File: src/rtl/deck_shuffler.sv
// rtl/deck_shuffler.sv - in-place card deck shuffler over a single-port synchronous RAM
// MODE 0 draws swap partners from a Galois LFSR with rejection sampling; MODE 1 reverses the deck.
module deck_shuffler #(
  parameter int          DATA_W    = 6,
  parameter int          ADDR_W    = 6,
  parameter int          DECK_SIZE = 52,
  parameter int          BASE_ADDR = 0,
  parameter int          MODE      = 0,
  parameter logic [15:0] SEED      = 16'hACE1
) (
  input  logic              clock,
  input  logic              reset,
  input  logic              start,
  input  logic              abort,
  input  logic [15:0]       seed_in,
  input  logic [DATA_W-1:0] mem_rdata,
  output logic [ADDR_W-1:0] mem_addr,
  output logic [DATA_W-1:0] mem_wdata,
  output logic              mem_we,
  output logic              busy,
  output logic              done
);

  typedef enum logic [3:0] {
    IDLE, DRAW, CHK, RD_I, RD_J, CAP_J, WR_J, WR_I, NEXT, DONE
  } stateT;

  localparam logic [ADDR_W-1:0] LAST_IDX  = ADDR_W'(DECK_SIZE - 1);
  localparam logic [ADDR_W-1:0] BASE      = ADDR_W'(BASE_ADDR);
  localparam logic [ADDR_W-1:0] ONE       = ADDR_W'(1);
  localparam logic [ADDR_W:0]   DECK_LEN  = (ADDR_W + 1)'(DECK_SIZE);
  localparam logic [ADDR_W:0]   ONE_WIDE  = (ADDR_W + 1)'(1);
  localparam logic [15:0]       LFSR_MASK = 16'hB400;

  stateT             state, stateNext;
  logic              startPrev;
  logic              abortSeen;
  logic [ADDR_W-1:0] idxI;
  logic [ADDR_W-1:0] idxJ;
  logic [ADDR_W-1:0] rangeMask;
  logic [ADDR_W-1:0] cand;
  logic [15:0]       lfsr;
  logic [15:0]       lfsrStep;
  logic [DATA_W-1:0] cardI;
  logic [DATA_W-1:0] cardJ;
  logic              startAccept;
  logic              drawOk;
  logic              lastCard;
  logic              abortHit;

  // Smear the top set bit of i downward: smallest 2^k-1 that covers i.
  always_comb begin
    rangeMask = idxI;
    for (int s = 1; s < ADDR_W; s = s * 2) begin
      rangeMask = rangeMask | (rangeMask >> s);
    end
  end

  assign lfsrStep    = lfsr[0] ? ((lfsr >> 1) ^ LFSR_MASK) : (lfsr >> 1);
  assign cand        = lfsr[ADDR_W-1:0] & rangeMask;
  assign drawOk      = (MODE == 1) || (cand <= idxI);
  assign abortHit    = abortSeen | abort;
  assign startAccept = (state == IDLE) && start && !startPrev;

  always_comb begin
    lastCard = 1'b0;
    if (MODE == 1) begin
      lastCard = ({1'b0, idxI} - ONE_WIDE) <= (DECK_LEN - {1'b0, idxI});
    end else begin
      lastCard = (idxI == ONE);
    end
  end

  always_ff @(posedge clock or posedge reset) begin
    if (reset) begin
      state <= IDLE;
    end else begin
      state <= stateNext;
    end
  end

  always_comb begin
    stateNext = state;
    mem_addr  = '0;
    mem_wdata = '0;
    mem_we    = 1'b0;
    busy      = (state != IDLE) && (state != DONE);
    done      = (state == DONE);
    case (state)
      IDLE:  if (startAccept) stateNext = DRAW;
      DRAW:  if (drawOk) stateNext = CHK;
      CHK:   stateNext = (idxJ == idxI) ? NEXT : RD_I;
      RD_I: begin
        mem_addr  = BASE + idxI;
        stateNext = RD_J;
      end
      RD_J: begin
        mem_addr  = BASE + idxJ;
        stateNext = CAP_J;
      end
      CAP_J: stateNext = WR_J;
      WR_J: begin
        mem_addr  = BASE + idxJ;
        mem_wdata = cardI;
        mem_we    = 1'b1;
        stateNext = WR_I;
      end
      WR_I: begin
        mem_addr  = BASE + idxI;
        mem_wdata = cardJ;
        mem_we    = 1'b1;
        stateNext = NEXT;
      end
      NEXT: begin
        if (abortHit) begin
          stateNext = IDLE;
        end else if (lastCard) begin
          stateNext = DONE;
        end else begin
          stateNext = DRAW;
        end
      end
      DONE:  if (!start) stateNext = IDLE;
      default: stateNext = IDLE;
    endcase
  end

  // Abort is only acted on in NEXT, so a swap in flight always finishes.
  always_ff @(posedge clock or posedge reset) begin
    if (reset) begin
      startPrev <= 1'b0;
      abortSeen <= 1'b0;
      idxI      <= '0;
      idxJ      <= '0;
      lfsr      <= SEED;
      cardI     <= '0;
      cardJ     <= '0;
    end else begin
      startPrev <= start;
      if (startAccept || state == NEXT) begin
        abortSeen <= 1'b0;
      end else if (abort) begin
        abortSeen <= 1'b1;
      end
      case (state)
        IDLE: begin
          if (startAccept) begin
            idxI <= LAST_IDX;
            lfsr <= (seed_in == 16'h0000) ? SEED : seed_in;
          end
        end
        DRAW: begin
          if (MODE == 1) begin
            idxJ <= LAST_IDX - idxI;
          end else begin
            lfsr <= lfsrStep;
            if (drawOk) idxJ <= cand;
          end
        end
        RD_J:  cardI <= mem_rdata;
        CAP_J: cardJ <= mem_rdata;
        NEXT: begin
          if (!abortHit && !lastCard) idxI <= idxI - ONE;
        end
        default: ;
      endcase
    end
  end

endmodule

File: config.mk
export PLATFORM = sky130hd
export DESIGN_NAME = deck_shuffler
export DESIGN_NICKNAME = d
export VERILOG_FILES = /design/src/rtl/deck_shuffler.sv
export SDC_FILE = /design/constraint.sdc
export NUM_CORES = 1
export LEC_CHECK = 0
export CAP_MARGIN = 20
export CELL_PAD_IN_SITES_DETAIL_PLACEMENT = 0
export CELL_PAD_IN_SITES_GLOBAL_PLACEMENT = 1
export CORE_ASPECT_RATIO = 1.25
export CORE_UTILIZATION = 44
export CTS_CLUSTER_DIAMETER = 80
export DETAILED_ROUTE_END_ITERATION = 8
export PLACE_DENSITY = 0.82
export SLEW_MARGIN = 40
export SYNTH_ARGS = -nofsm -noshare
export SYNTH_HDL_FRONTEND = slang
export SYNTH_SLANG_ARGS = --single-unit
File: constraint.sdc
create_clock -name clock -period 8.7 [get_ports clock]
set_clock_uncertainty 0.1 [all_clocks]
set_input_delay 0.87 -clock clock [delete_from_list [all_inputs] [get_ports clock]]
set_output_delay 0.87 -clock clock [all_outputs]
set_load 0.01 [all_outputs]
==> metrics <==
outcome complete, but fails checks; failing checks design-rule violations; grt peak-use layer met2; drt total wl 6240 microns; VDD IR-drop max 151 uV; r2r startpoint idxI[4]$_DFFE_PP0P_; Final Wtd Congestion 0.843; routed via count 2143; Arr. time, crit path 2.34 ns; worst slew margin relative to its limit a little over half; type of the worst min-delay path flop to flop; DIE AREA around 6300 sq um; final slew viol count 0; CTS Buf Count 5; initial antenna violation count 0; Pre-antenna DRT Iters 8; Synth top cells by count dfrtp_1 (38), nor2_1 (28), nand2_1 (19); sequential-to-total area share from yosys stat 44.0%; crit share post-route a little under two fifths; Post-DP HPWL 4400 microns; met2 global-route usage between 30% and 40%; final hold vios 0; LEAKAGE ~1.3 nW; Synth Warn # 0; total track usage 21.6%; io pins 41; H-tree Lvls 2; Avg Inst Size Synth 9.60 sq um; antenna-violating nets left 0; Post-synth EDFFs 0; area grow syn2layout 21.0%; drt wl/cell 16.7 microns; crit path kind flop to output port; #FFs+latches synth 46; min-delay src lfsr[10]$_DFFE_PP1P_; Hold EP lfsr[10]$_DFFE_PP1P_; syn nets 309; achievable clock frequency between 300 and 400 MHz; # hold bufs at CTS 0; share of the synthesized area in the top cell type between 30% and 40%; Vias/cell 5.75; DIE HEIGHT 88.6 microns; Worst R2R End idxJ[4]$_DFFE_PP0P_; crit end category output port; hold_ws 0.373 ns; Gate Count Post-Synth 275; Synth area leaders dfrtp_1 (36%), dfstp_2 (8.0%), mux2_2 (7.3%); total congestion overflow 0; Rows 31; Final Net Count 340; CP Data Required Time 7.73 ns; pwr dens 356 nW/um^2; CTS tree built; IO buf count 40; area leader, netlist dfrtp_1; crit-path max FO 20; Clock transition at path regs 0.09 ns; # clock sinks 46; maxcap violations 0; die width 71.3 microns; most common cell in the netlist dfrtp_1; Max clock buf depth 2; initial core utilization 45.7%; crit path time final 3.31 ns; Reg2Reg Depth 8; cts repair resizes 0; met1 GRT Util 26.5%; met3 Use GR 3.53%; largest net degree at the start of global routing 47; Slew @ Worst Pin 0.719 ns; vias in the first global route 2176; Synth async-reset ratio between 90% and 100%; RSZ-0062 raised after global routing false; layout cells sized above 1 14.0%; post-CTS setup buffers 0; total power 1.14 mW; r2r setup slk ~5.6 ns; Final WS setup 5.39 ns; setup tns final 0 ns; Layout Utilization 55.2%; final setup fails 0; minimum setup slack after placement 5.58 ns; Netlist cell types 48; 1st-iter DRT viols around 130; WHS Path Cells 2; dominant synthesized flop cell dfrtp_1; CP startpoint kind flop; global-route wire length before repair 10500 microns; Synth Cell Area 2640 sq um; core footprint 5780 sq um; worst-skew pair later-pin latency 0.30 ns; Clock Root Buffer clkbuf_8; antenna cells 0; drt drc 1
[worst max-delay path by stage]
stage | to | cells after the start | slack [ns] | startpoint
3_3_place_gp | mem_addr[5] | 3 | 5.61 | state[0]$_DFFE_PP0P_
5_1_grt | mem_wdata[0] | 4 | 5.27 | state[1]$_DFFE_PP0P_
3_5_place_dp | idxJ[4]$_DFFE_PP0P_ | 8 | 5.58 | idxI[4]$_DFFE_PP0P_
4_1_cts | mem_wdata[3] | 4 | 5.41 | state[1]$_DFFE_PP0P_
2_1_floorplan | idxJ[1]$_DFFE_PP0P_ | 9 | 5.94 | idxI[4]$_DFFE_PP0P_
6_report | mem_wdata[3] | 4 | 5.39 | state[1]$_DFFE_PP0P_
[state kept, by name (all words and copies together) (netlist names)]
name       cells
idxJ           6
state          4
cardI          6
idxI           6
cardJ          6
lfsr          16
startPrev      1
abortSeen      1
[placed cells by master, fill, tap and decap left out, types with 3 or more instances in the layout]
master           instances
clkdlybuf4s50_1         40
dfrtp_1                 37
nor2_1                  28
nand2_1                 19
mux2_2                  17
inv_1                   15
nand3_1                 14
xnor2_1                 12
nor3_1                  10
o22ai_1                  9
a21oi_1                  8
ha_1                     8
dfstp_2                  8
mux2i_1                  7
nor4_1                   5
a31oi_1                  5
nand3b_1                 5
clkbuf_8                 5
a222oi_1                 4
xor2_1                   4
nor2b_1                  3
nand4_1                  3
[power breakdown]
group / internal [mW] / total [mW] / switching, mW
clock: 0.0855 / 0.162 / 0.0765
sequential: 0.326 / 0.454 / 0.129
combinational: 0.270 / 0.520 / 0.250
[worst max-delay path: stages (launching register included)]
cell	delay, ns
dfrtp_1	0.82
inv_1	0.12
or2_2	0.40
nor2_1	0.15
clkdlybuf4s50_1	0.55
[area by class of cell]
| type | count | area (sq um) |
|---|---|---|
| multi-input combinational | 195 | 1360 |
| clock buffer | 5 | 68.8 |
| timing repair buffer | 42 | 415 |
| clock inverter | 3 | 45.0 |
| tap | 66 | 82.6 |
| inverter | 16 | 60.1 |
| fill | 539 | 2590 |
| sequential | 46 | 1160 |
[metal layers]
metal	wire (microns)	vias to the layer above
li1	-	1041
met1	2680	1060
met2	3300	35
met3	185	7
met4	73	0
met5	0	-
[metrics by stage]
| stage | instances | cell area (sq um) |
|---|---|---|
| floorplan | 275 | 2640 |
| global placement | 365 | 3070 |
| detailed placement | 365 | 3080 |
| CTS | 373 | 3190 |
| global route | 373 | 3190 |
| finish | 373 | 3190 |
[logic make-up after synthesis]
kind of cell | after synthesis | synth area share [%]
compound gates | 43 | 11.7
buf+inv | 34 | 4.98
flops | 46 | 44.0
xor+xnor | 16 | 5.31
simple gates | 104 | 20.3
fa+ha+maj | 8 | 3.79
mux | 24 | 9.91
Note: power is estimated with default switching activity, not from simulation.
